<file path="src/rtl/branch_predict_unit.sv">
// Branch resolve-and-predict unit: PC-indexed saturating counter table,
// EX-stage branch resolution, mispredict flagging and statistics.
module branch_predict_unit #(
    parameter int IDX_W    = 6,
    parameter int CNT_W    = 2,
    parameter int INIT_CNT = 1,
    parameter int STAT_W   = 16
) (
    input  logic              Clk,
    input  logic              Rst,
    input  logic [31:0]       PCIf,
    output logic              PredTakenIf,
    input  logic [31:0]       InstrEx,
    input  logic [31:0]       PCEx,
    input  logic [31:0]       ALURstEx,
    input  logic              ZeroEx,
    input  logic              PredTakenEx,
    input  logic              ValidEx,
    input  logic              StallEx,
    output logic              IsBranchEx,
    output logic              BranchEx,
    output logic              MispredictEx,
    output logic [STAT_W-1:0] BrCount,
    output logic [STAT_W-1:0] MissCount
);

    localparam int DEPTH = 2 ** IDX_W;
    localparam logic [CNT_W-1:0] CNT_INIT = CNT_W'(INIT_CNT);
    localparam logic [CNT_W-1:0] CNT_MAX  = {CNT_W{1'b1}};
    localparam logic [CNT_W-1:0] CNT_MIN  = '0;

    logic [CNT_W-1:0] cntTable [DEPTH];
    logic [IDX_W-1:0] idxIf;
    logic [IDX_W-1:0] idxEx;
    logic [5:0]       opcode;
    logic [4:0]       rt;
    logic             ltFlag;
    logic             update;
    logic [CNT_W-1:0] cntCur;
    logic [CNT_W-1:0] cntNext;
    logic             unusedBits;

    assign idxIf  = PCIf[IDX_W+1:2];
    assign idxEx  = PCEx[IDX_W+1:2];
    assign opcode = InstrEx[31:26];
    assign rt     = InstrEx[20:16];
    assign ltFlag = ALURstEx[0];

    assign unusedBits = ^{PCIf[31:IDX_W+2], PCIf[1:0],
                          PCEx[31:IDX_W+2], PCEx[1:0],
                          InstrEx[25:21], InstrEx[15:0],
                          ALURstEx[31:1]};

    always_comb begin
        IsBranchEx = 1'b0;
        BranchEx   = 1'b0;
        case (opcode)
            6'b000001: begin
                if (rt == 5'b00000) begin
                    IsBranchEx = 1'b1;
                    BranchEx   = ltFlag;
                end else if (rt == 5'b00001) begin
                    IsBranchEx = 1'b1;
                    BranchEx   = !ltFlag;
                end
            end
            6'b000100: begin
                IsBranchEx = 1'b1;
                BranchEx   = ZeroEx;
            end
            6'b000101: begin
                IsBranchEx = 1'b1;
                BranchEx   = !ZeroEx;
            end
            6'b000110: begin
                IsBranchEx = 1'b1;
                BranchEx   = ltFlag | ZeroEx;
            end
            6'b000111: begin
                IsBranchEx = 1'b1;
                BranchEx   = !(ltFlag | ZeroEx);
            end
            default: ;
        endcase
    end

    // IF reads registered state only, so a same-cycle EX write is seen next cycle
    assign PredTakenIf  = cntTable[idxIf][CNT_W-1];
    assign MispredictEx = !Rst & IsBranchEx & ValidEx & (BranchEx != PredTakenEx);
    assign update       = IsBranchEx & ValidEx & !StallEx & !Rst;
    assign cntCur       = cntTable[idxEx];

    always_comb begin
        cntNext = cntCur;
        if (BranchEx) begin
            if (cntCur != CNT_MAX) cntNext = cntCur + 1'b1;
        end else begin
            if (cntCur != CNT_MIN) cntNext = cntCur - 1'b1;
        end
    end

    always_ff @(posedge Clk) begin
        if (Rst) begin
            for (int i = 0; i < DEPTH; i++) begin
                cntTable[i] <= CNT_INIT;
            end
            BrCount   <= '0;
            MissCount <= '0;
        end else if (update) begin
            cntTable[idxEx] <= cntNext;
            if (BrCount != {STAT_W{1'b1}}) BrCount <= BrCount + 1'b1;
            if (MispredictEx && (MissCount != {STAT_W{1'b1}}))
                MissCount <= MissCount + 1'b1;
        end
    end

endmodule

</file>
<file path="config.mk">
export PLATFORM = sky130hd
export DESIGN_NAME = branch_predict_unit
export DESIGN_NICKNAME = d
export VERILOG_FILES = /design/src/rtl/branch_predict_unit.sv
export SDC_FILE = /design/constraint.sdc
export NUM_CORES = 1
export LEC_CHECK = 0
export CAP_MARGIN = 20
export CORE_MARGIN = 3
export CORE_UTILIZATION = 45
export DETAILED_ROUTE_END_ITERATION = 10
export PLACE_DENSITY = 0.82
export SYNTH_ARGS = -nofsm -noshare
export SYNTH_HDL_FRONTEND = slang
export SYNTH_SLANG_ARGS = --single-unit
</file>
<file path="constraint.sdc">
create_clock -name Clk -period 4.1 [get_ports Clk]
set_input_delay 0.615 -clock Clk [delete_from_list [all_inputs] [get_ports Clk]]
set_output_delay 0.615 -clock Clk [all_outputs]
set_load 0.01 [all_outputs]
</file>
---- After elaboration in Yosys (flattened, before gate mapping) ----
Memory sizes are Yosys's and may differ from the RTL's.
Cells that the tools add are included.
Widths: inputs -> output; s select.
storage, ports and cells
  bits in registers ....................... 32
  bits in writable memories ............... 128
  output and inout port bits .............. 36
  logic and storage cells ................. 53
  memories kept ........................... 1
cells by class
  add/subtract/negate cells ............... 4
  equal/unequal tests ..................... 10
  muxes and demuxes ....................... 17
  bitwise gates (word level) .............. 7
  reductions and logical operators ........ 12
memory list
  name      depth  bits a word  rd ports  clocked after Yosys merged registers in  write ports  RTL line  RTL
  cntTable  64     2            2         0                                        64           32        logic [CNT_W-1:0] cntTable [DEPTH];
operators with widths
  operator               number
  $add 16x1->16 const B  2
  $ne 16x16->1 const B   2
  $eq 6x3->1 const B     4
  $mux 1                 10
  $mux 2                 4
  $and 1x1->1            6
  $eq 6x1->1 const B     1
  $mux 6                 1
  $eq 5x1->1 const B     1
  $logic_not 1->1        5
  $logic_not 5->1        1
  $pmux 1 s5             1
  $reduce_and 2->1       2
  $reduce_or 4->1        1
  $add 2x1->2 const B    1
  $ne 2x2->1 const B     1
  $pmux 1 s2             1
  $reduce_bool 2->1      1
  $reduce_or 2->1        1
  $sub 2x1->2 const B    1
  $logic_and 1x1->1      1
  $ne 1x1->1             1
  $or 1x1->1             1

---- Logic depth before layout (Yosys ltp) ----
Gate-level depths: netlist (run 1).
  depth after elaboration ................. 12
  mapped depth ............................ 11
  depth with buffers taken out ............ 7

---- Least setup slack after synthesis (run 1) ----
Ideal clock, no wire load.
  path kind ............................... input to output
  start point ............................. input PCIf[2]
  end point ............................... output PredTakenIf
  data arrival time ....................... 3.055 ns
  required time ........................... 3.485 ns
  path slack .............................. 0.430 ns
  stages .................................. 5
  path buffers ............................ 2
  cell sequence ........................... clkbuf_1 buf_1 mux4_2 mux4_2 mux4_2
on the way
  word-level cells in the longest chain between the ends .. 1
RTL lines
  item                RTL line  RTL
  start: declaration  11        input logic [31:0] PCIf,
  $mem_v2 64x2        n/a
  end: declaration    12        output logic PredTakenIf,
No other way between the ends.

---- Final worst setup path (run 1) ----
Ends and elaborated chain as after synthesis.

==> results of run 1 <==
## cell usage after synthesis (6+ instances only)
| library cell | instances |
|---|---|
| nor2_1 | 58 |
| a21boi_0 | 34 |
| a211oi_1 | 10 |
| nor3_1 | 11 |
| a22oi_1 | 11 |
| buf_2 | 10 |
| a221oi_1 | 6 |
| xnor2_1 | 6 |
| o21ai_0 | 51 |
| or2_2 | 33 |
| xor2_1 | 7 |
| o211ai_1 | 9 |
| mux2i_1 | 25 |
| nand2_1 | 47 |
| or4_1 | 9 |
| o31ai_1 | 8 |
| mux2_2 | 8 |
| nand3_1 | 22 |
| a21o_1 | 10 |
| nand4_1 | 6 |
| edfxtp_1 | 128 |
| mux4_2 | 32 |
| inv_1 | 11 |
| nand2b_1 | 25 |
| clkbuf_1 | 47 |
| and2_1 | 6 |
| a21oi_1 | 47 |
| dfxtp_1 | 32 |
| or3_1 | 17 |
| o21bai_1 | 23 |
## power by group through the flow
stage	Clock [mW]	Combinational (mW)	Sequential, mW
detailed placement	0	0.437	1.83
finish	1.59	0.448	1.79
floorplan	0	0.268	1.82
global placement	0	0.431	1.82
CTS	1.60	0.440	1.79
global route	1.67	0.473	1.79
## logic make-up after synthesis
kind of cell,count (synthesis)
flops,160
xor+xnor,13
compound gates,231
simple gates,260
mux,65
fa+ha+maj,2
buf+inv,75
## stage by stage
| stage | cell area [µm²] | hold WS [ns] | cells |
|---|---|---|---|
| global route | 10600 | 0.537 | 1133 |
| detailed placement | 10000 | 0.492 | 1101 |
| finish | 10600 | 0.506 | 1134 |
| floorplan | 8900 | 0.508 | 806 |
| CTS | 10600 | 0.506 | 1133 |
| global placement | 10000 | 0.478 | 1101 |
## per-layer routing
metal	part of all wire, %	global-route usage (%)
met4	3.1	8.65
met1	38	28.0
met5	0	0
met2	48	35.3
met3	11	7.11
## layout make-up
cell class              count  area share [%]
clock buffers              17            4.02
multi-input cells         571            39.1
repair buffers             98            9.52
flip-flops and latches    160            42.3
well taps                 260            3.07
inverters                  12           0.425
clock inverters            15            1.51
diodes                      1          0.0236
## worst max-delay path, stage by stage
cell	delay (ns)
clkdlybuf4s50_1	0.51
buf_12	0.21
mux4_2	0.54
mux4_2	0.52
mux4_2	0.48
clkdlybuf4s50_1	0.49
## worst paths after layout
path | cells past startpoint | slack, ns | end
max | 6 | 0.10 | PredTakenIf
min | 2 | 0.51 | BrCount[9]$_SDFFE_PP0P_
max reg2reg | 8 | 1.15 | cntTable[54][0]$_SDFFCE_PN1P_
min reg2reg | 2 | 0.51 | BrCount[9]$_SDFFE_PP0P_
## registers in the layout, summed over array words and instances, names as in the netlist
register,count
cntTable,128
BrCount,16
MissCount,16
==> results.py, run 1 <==
metrics = {
    "timing": {
        "period_needed_ns": 4.00,
        "layout_worst_path_cycle_share_pct": 97.5,
        "worst_pin_slew_ns": 0.968,
        "fmax_mhz": 250,
        "hold_viol": 0,
        "finalSetupTns_ns": 0,
        "fin_ws_ns": 0.102,
        "setup_viol": 0,
        "rsz0062_at_grt": "no",
        "fin_skew_ns": 0.0119,
        "drv_slew": 0,
        "timing.slew.headroom_pct": 35.4,
    },
    "floorplanning": {
        "io-pin-count": 170,
        "die_h_um": 147,
        "fp.dieW_um": 147,
        "rows": 50,
        "dieArea_um2": 21500,
        "core_um2": 19100,
        "start_util_pct": 46.6,
    },
    "finish": {
        "drive_above_1_share_pct": 17.1,
        "layout_common_cells": "128 x edfxtp_1, 62 x clkdlybuf4s50_1, 58 x nor2_1, 51 x o21ai_0",
        "regArea_um2": 4480,
        "layout_commonest_cell": "edfxtp_1",
        "final_util_pct": 55.5,
        "fin_nets": 996,
        "syn_to_final_growth_pct": 19.1,
        "multi_input_area_um2": 4140,
        "fillers": 1551,
    },
    "drt": {
        "dr.pass1.iters": 6,
        "wl_per_cell_um": 21.0,
        "ant_nets": 0,
        "drc": 0,
        "viasPerCell": 6.32,
        "wl_mm": 23.8,
        "drtIter0Drc": 945,
        "vias": 7164,
    },
    "clocking": {
        "cts_buffers": 17,
        "clkTransAtPathRegs_ns": 0.06,
        "cts_resized": 0,
        "hold_buffers": 0,
        "cts_buffer_depth": 2,
        "ctsHtreeMaxLevel": 4,
        "cts_sinks": 160,
        "clk_latency_ns": 0.44,
        "postCtsSetupRepairBufs": 0,
        "cts_tree": "yes",
        "root_buffer": "clkbuf_16",
    },
    "synthesis": {
        "synth_area_leaders": "edfxtp_1 43%, mux4_2 8.1%, dfxtp_1 7.2%",
        "syn_avg_cell_area_um2": 11.0,
        "synth_top_family_by_area": "compound AO/OA/AOI/OAI gates",
        "synth_nets": 942,
        "synthArstFlopShare_pct": 0,
        "synth_seq_area_share_pct": 50.4,
        "synth.distinct_cells": 60,
        "synth_area_leader_cell": "edfxtp_1",
        "synth_mux_area_share_pct": 11.9,
        "syn_inst": 806,
        "synth_fa_ha_area_share_pct": 0.281,
        "synth_warnings": 0,
        "synth-seq-cells": 160,
        "synth_compound_area_share_pct": 17.2,
        "synth_edf_count": 128,
        "synth_top_area_share_pct": 43.2,
        "synth-simple-area-share_pct": 15.5,
        "syn_area_um2": 8900,
        "synth_xor_xnor_area_share_pct": 1.28,
        "ys.flop_type": "edfxtp_1",
    },
    "power_and_ir_drop": {
        "power_density_nw_per_um2": 362,
        "seq_power_share_pct": 46.8,
        "p_sw_uw": 977,
        "swShare_pct": 25.5,
        "p_leak_nw": 3.36,
        "p_clk_share_pct": 41.5,
        "fin_total_pwr_mw": 3.83,
        "vdd_ir_drop_max_mv": 0.318,
        "comb_power_share_pct": 11.7,
        "p_int_mw": 2.85,
    },
    "min_path": {
        "hold_class": "reg2reg",
        "min-delay-start": "BrCount[9]$_SDFFE_PP0P_",
    },
    "run_status": {
        "status": "finished, final reports clean",
    },
    "worst_setup_path": {
        "startpoint": "PCIf[2]",
        "path_max_fanout": 16,
        "arrival_ns": 3.38,
        "cp-end-kind": "primary output",
        "critPathKind": "in2out",
        "regToRegStartpoint": "cntTable[46][1]$_SDFFCE_PN0P_",
        "startpoint_type": "primary input",
        "crit_required_ns": 3.48,
    },
    "placed_design": {
        "place_ws_ns": 0.124,
        "place_hpwl_mm": 15.5,
        "gp_congestion": 0.886,
        "io_buffer_count": 65,
    },
    "grt": {
        "grt-ovfl-total": 0,
        "grt_util_all_layers_pct": 22.1,
        "grt_pass1_vias": 7102,
        "antenna_found_initial": 0,
        "grt_pass1_wl_mm": 37.4,
        "grt_max_degree": 97,
    },
    "flow_run": {
        "cap_viol_max_count": 0,
    },
}
No activity file was read; power rests on OpenSTA's default activity.
==> inputs of run 2 (changes only) <==
ABC_AREA = 1   (was unset)
PLACE_DENSITY = 0.81   (was 0.82)
SLEW_MARGIN = 5   (was unset)
==> results.py, run 2 <==
metrics = {
    "synthesis": {
        "synth-seq-cells": 160,
        "ys.flop_type": "edfxtp_1",
        "synth_area_leader_cell": "edfxtp_1",
        "syn_inst": 1321,
        "synth_nets": 1457,
        "synthArstFlopShare_pct": 0,
        "syn_avg_cell_area_um2": 7.12,
        "synth_seq_area_share_pct": 47.7,
        "synth_warnings": 0,
        "synth.most_common_cell": "nand2_1",
        "syn_area_um2": 9410,
        "synth_common_cells": "482 x nand2_1, 224 x nor2_1, 137 x inv_1",
        "synth_top_area_share_pct": 40.9,
        "synth.distinct_cells": 31,
        "synth_edf_count": 128,
        "synth_area_leaders": "edfxtp_1 41%, nand2_1 19%, nor2_1 8.9%",
    },
    "timing": {
        "timing.slew.headroom_pct": 35.6,
        "rsz0062_at_grt": "no",
        "period_needed_ns": 3.67,
        "fin_ws_ns": 0.430,
        "layout_worst_path_cycle_share_pct": 89.5,
        "drv_slew": 0,
        "setup_viol": 0,
        "fin_skew_ns": 0.00755,
        "worst_pin_slew_ns": 0.962,
        "finalSetupTns_ns": 0,
        "hold_viol": 0,
        "fmax_mhz": 272,
    },
    "clocking": {
        "ctsHtreeMaxLevel": 4,
        "cts_buffers": 17,
        "cts_sinks": 160,
        "cts_tree": "yes",
        "cts_buffer_depth": 2,
        "hold_buffers": 0,
        "cts_resized": 0,
        "clkTransAtPathRegs_ns": 0.06,
        "postCtsSetupRepairBufs": 0,
        "clk_latency_ns": 0.43,
        "root_buffer": "clkbuf_16",
    },
    "grt": {
        "grt_max_degree": 71,
        "antenna_found_initial": 0,
        "grt_pass1_vias": 8387,
        "grt_pass1_wl_mm": 40.8,
        "grt_util_all_layers_pct": 22.8,
        "grt-ovfl-total": 0,
    },
    "floorplanning": {
        "io-pin-count": 170,
        "start_util_pct": 46.2,
        "rows": 52,
        "die_h_um": 151,
        "fp.dieW_um": 151,
        "core_um2": 20400,
        "dieArea_um2": 22700,
    },
    "placed_design": {
        "place_area_um2": 10200,
        "io_buffer_count": 65,
        "place_hpwl_mm": 15.8,
        "gp_congestion": 0.888,
        "place_ws_ns": 0.486,
    },
    "drt": {
        "wl_mm": 25.1,
        "drtIter0Drc": 969,
        "viasPerCell": 5.41,
        "dr.pass1.iters": 5,
        "vias": 8860,
        "wl_per_cell_um": 15.3,
        "drc": 0,
        "ant_nets": 0,
    },
    "worst_setup_path": {
        "cp-end-kind": "primary output",
        "crit_path_top_delay_cell": "clkdlybuf4s50_1",
        "crit_path_cell_trace": "clkdlybuf4s50_1 > inv_1 > buf_4 > o21ai_0 > o221ai_1 > o211ai_1 > o211ai_1 > nand3_1 > nand2_1 > clkdlybuf4s50_1",
        "crit_required_ns": 3.48,
        "critPathTopFamily": "buffers and inverters",
        "critPathMaxStageDelay_ns": 0.54,
        "arrival_ns": 3.06,
        "crit_buf_inv": 4,
        "path_max_fanout": 12,
        "critPathKind": "in2out",
        "startpoint_type": "primary input",
    },
    "finish": {
        "drive_above_1_share_pct": 4.02,
        "largest_reg_flops": 128,
        "layout_commonest_cell": "nand2_1",
        "fin_nets": 1492,
        "top_regs": "cntTable: 128 flops, BrCount: 16 flops, MissCount: 16 flops",
        "design_area_um2": 10800,
        "antenna_cells": 0,
        "layout_common_cells": "481 x nand2_1, 224 x nor2_1, 137 x inv_1, 128 x edfxtp_1, 96 x nand3_1",
        "syn_to_final_growth_pct": 14.7,
        "regMostFlops": "cntTable",
    },
    "flow_run": {
        "cap_viol_max_count": 0,
    },
    "min_path": {
        "hold_class": "reg2reg",
    },
    "power_and_ir_drop": {
        "vdd_ir_drop_max_mv": 0.305,
        "p_leak_nw": 4.18,
        "power_density_nw_per_um2": 343,
    },
    "run_status": {
        "status": "finished, final reports clean",
    },
}
[run 2: cells by family (layout without fill, tap and decap cells)]
group,Yosys count,count (layout),share of synthesized area (%)
AND/OR/NAND/NOR,849,849,36.1
adder cells (fa/ha/maj),2,2,0.266
AO/OA/AOI/OAI,93,93,5.61
XOR/XNOR,8,8,0.745
buffers and inverters,209,256,9.55
flip-flops,160,160,47.7
[run 2: through the flow]
| stage | power, mW | std cells | util [%] | hold slack, ns |
|---|---|---|---|---|
| after floorplan | 2.09 | 1321 | - | 0.502 |
| final | 3.70 | 1638 | 53.0 | 0.506 |
| after detailed placement | 2.21 | 1606 | 50.2 | 0.486 |
| after global routing | 3.83 | 1638 | 53.0 | 0.529 |
| after global placement | 2.20 | 1606 | 50.2 | 0.476 |
| after CTS | 3.70 | 1637 | 52.9 | 0.499 |
[run 2: final cells by class]
class | count | area [µm²]
clock buffers | 18 | 429
clock inverters | 13 | 121
fillers | 1875 | 9580
inverters | 139 | 522
multi-input cells | 952 | 4030
flip-flops and latches | 160 | 4480
well taps | 270 | 338
repair buffers | 86 | 866
[run 2: path summary, 6_finish.rpt]
check	slack [ns]	cells after the start	to	start
min reg2reg	0.51	2	MissCount[5]$_SDFFE_PP0P_	MissCount[5]$_SDFFE_PP0P_
max reg2reg	1.61	15	cntTable[43][1]$_SDFFCE_PN0P_	cntTable[15][1]$_SDFFCE_PN0P_
min	0.51	2	MissCount[5]$_SDFFE_PP0P_	MissCount[5]$_SDFFE_PP0P_
max	0.43	10	PredTakenIf	PCIf[2]
[run 2: worst register-to-register path: stages (launching register included)]
cell	delay [ns]
edfxtp_1	0.40
nand2_1	0.08
nand2_1	0.06
nand2_1	0.05
nand2_1	0.06
nand2_1	0.05
nand2_1	0.08
nand2_1	0.10
nand2_1	0.06
nor2_1	0.26
nand2_1	0.18
nand2_2	0.24
nand2_1	0.10
nand2_2	0.09
buf_12	0.30
nor2_1	0.13
[run 2: power breakdown]
group | leakage (nW) | internal, mW | switching, mW
Sequential | 1.36 | 1.77 | 0.0139
Clock | 0.267 | 0.881 | 0.637
Combinational | 2.55 | 0.125 | 0.272
[run 2: routing by layer]
| metal | vias to the layer above | track usage [%] | part of all wire (%) |
|---|---|---|---|
| li1 | 4288 | - | - |
| met1 | 4028 | 29.0 | 39 |
| met2 | 467 | 38.1 | 47 |
| met3 | 77 | 4.97 | 11 |
| met4 | 0 | 8.70 | 2.9 |
| met5 | - | 0 | 0 |
==> inputs of run 3 (changes only) <==
CTS_CLUSTER_DIAMETER = 80   (was unset)
==> results of run 3 <==
Final layout, timing and power as in run 2 (identical DEF).
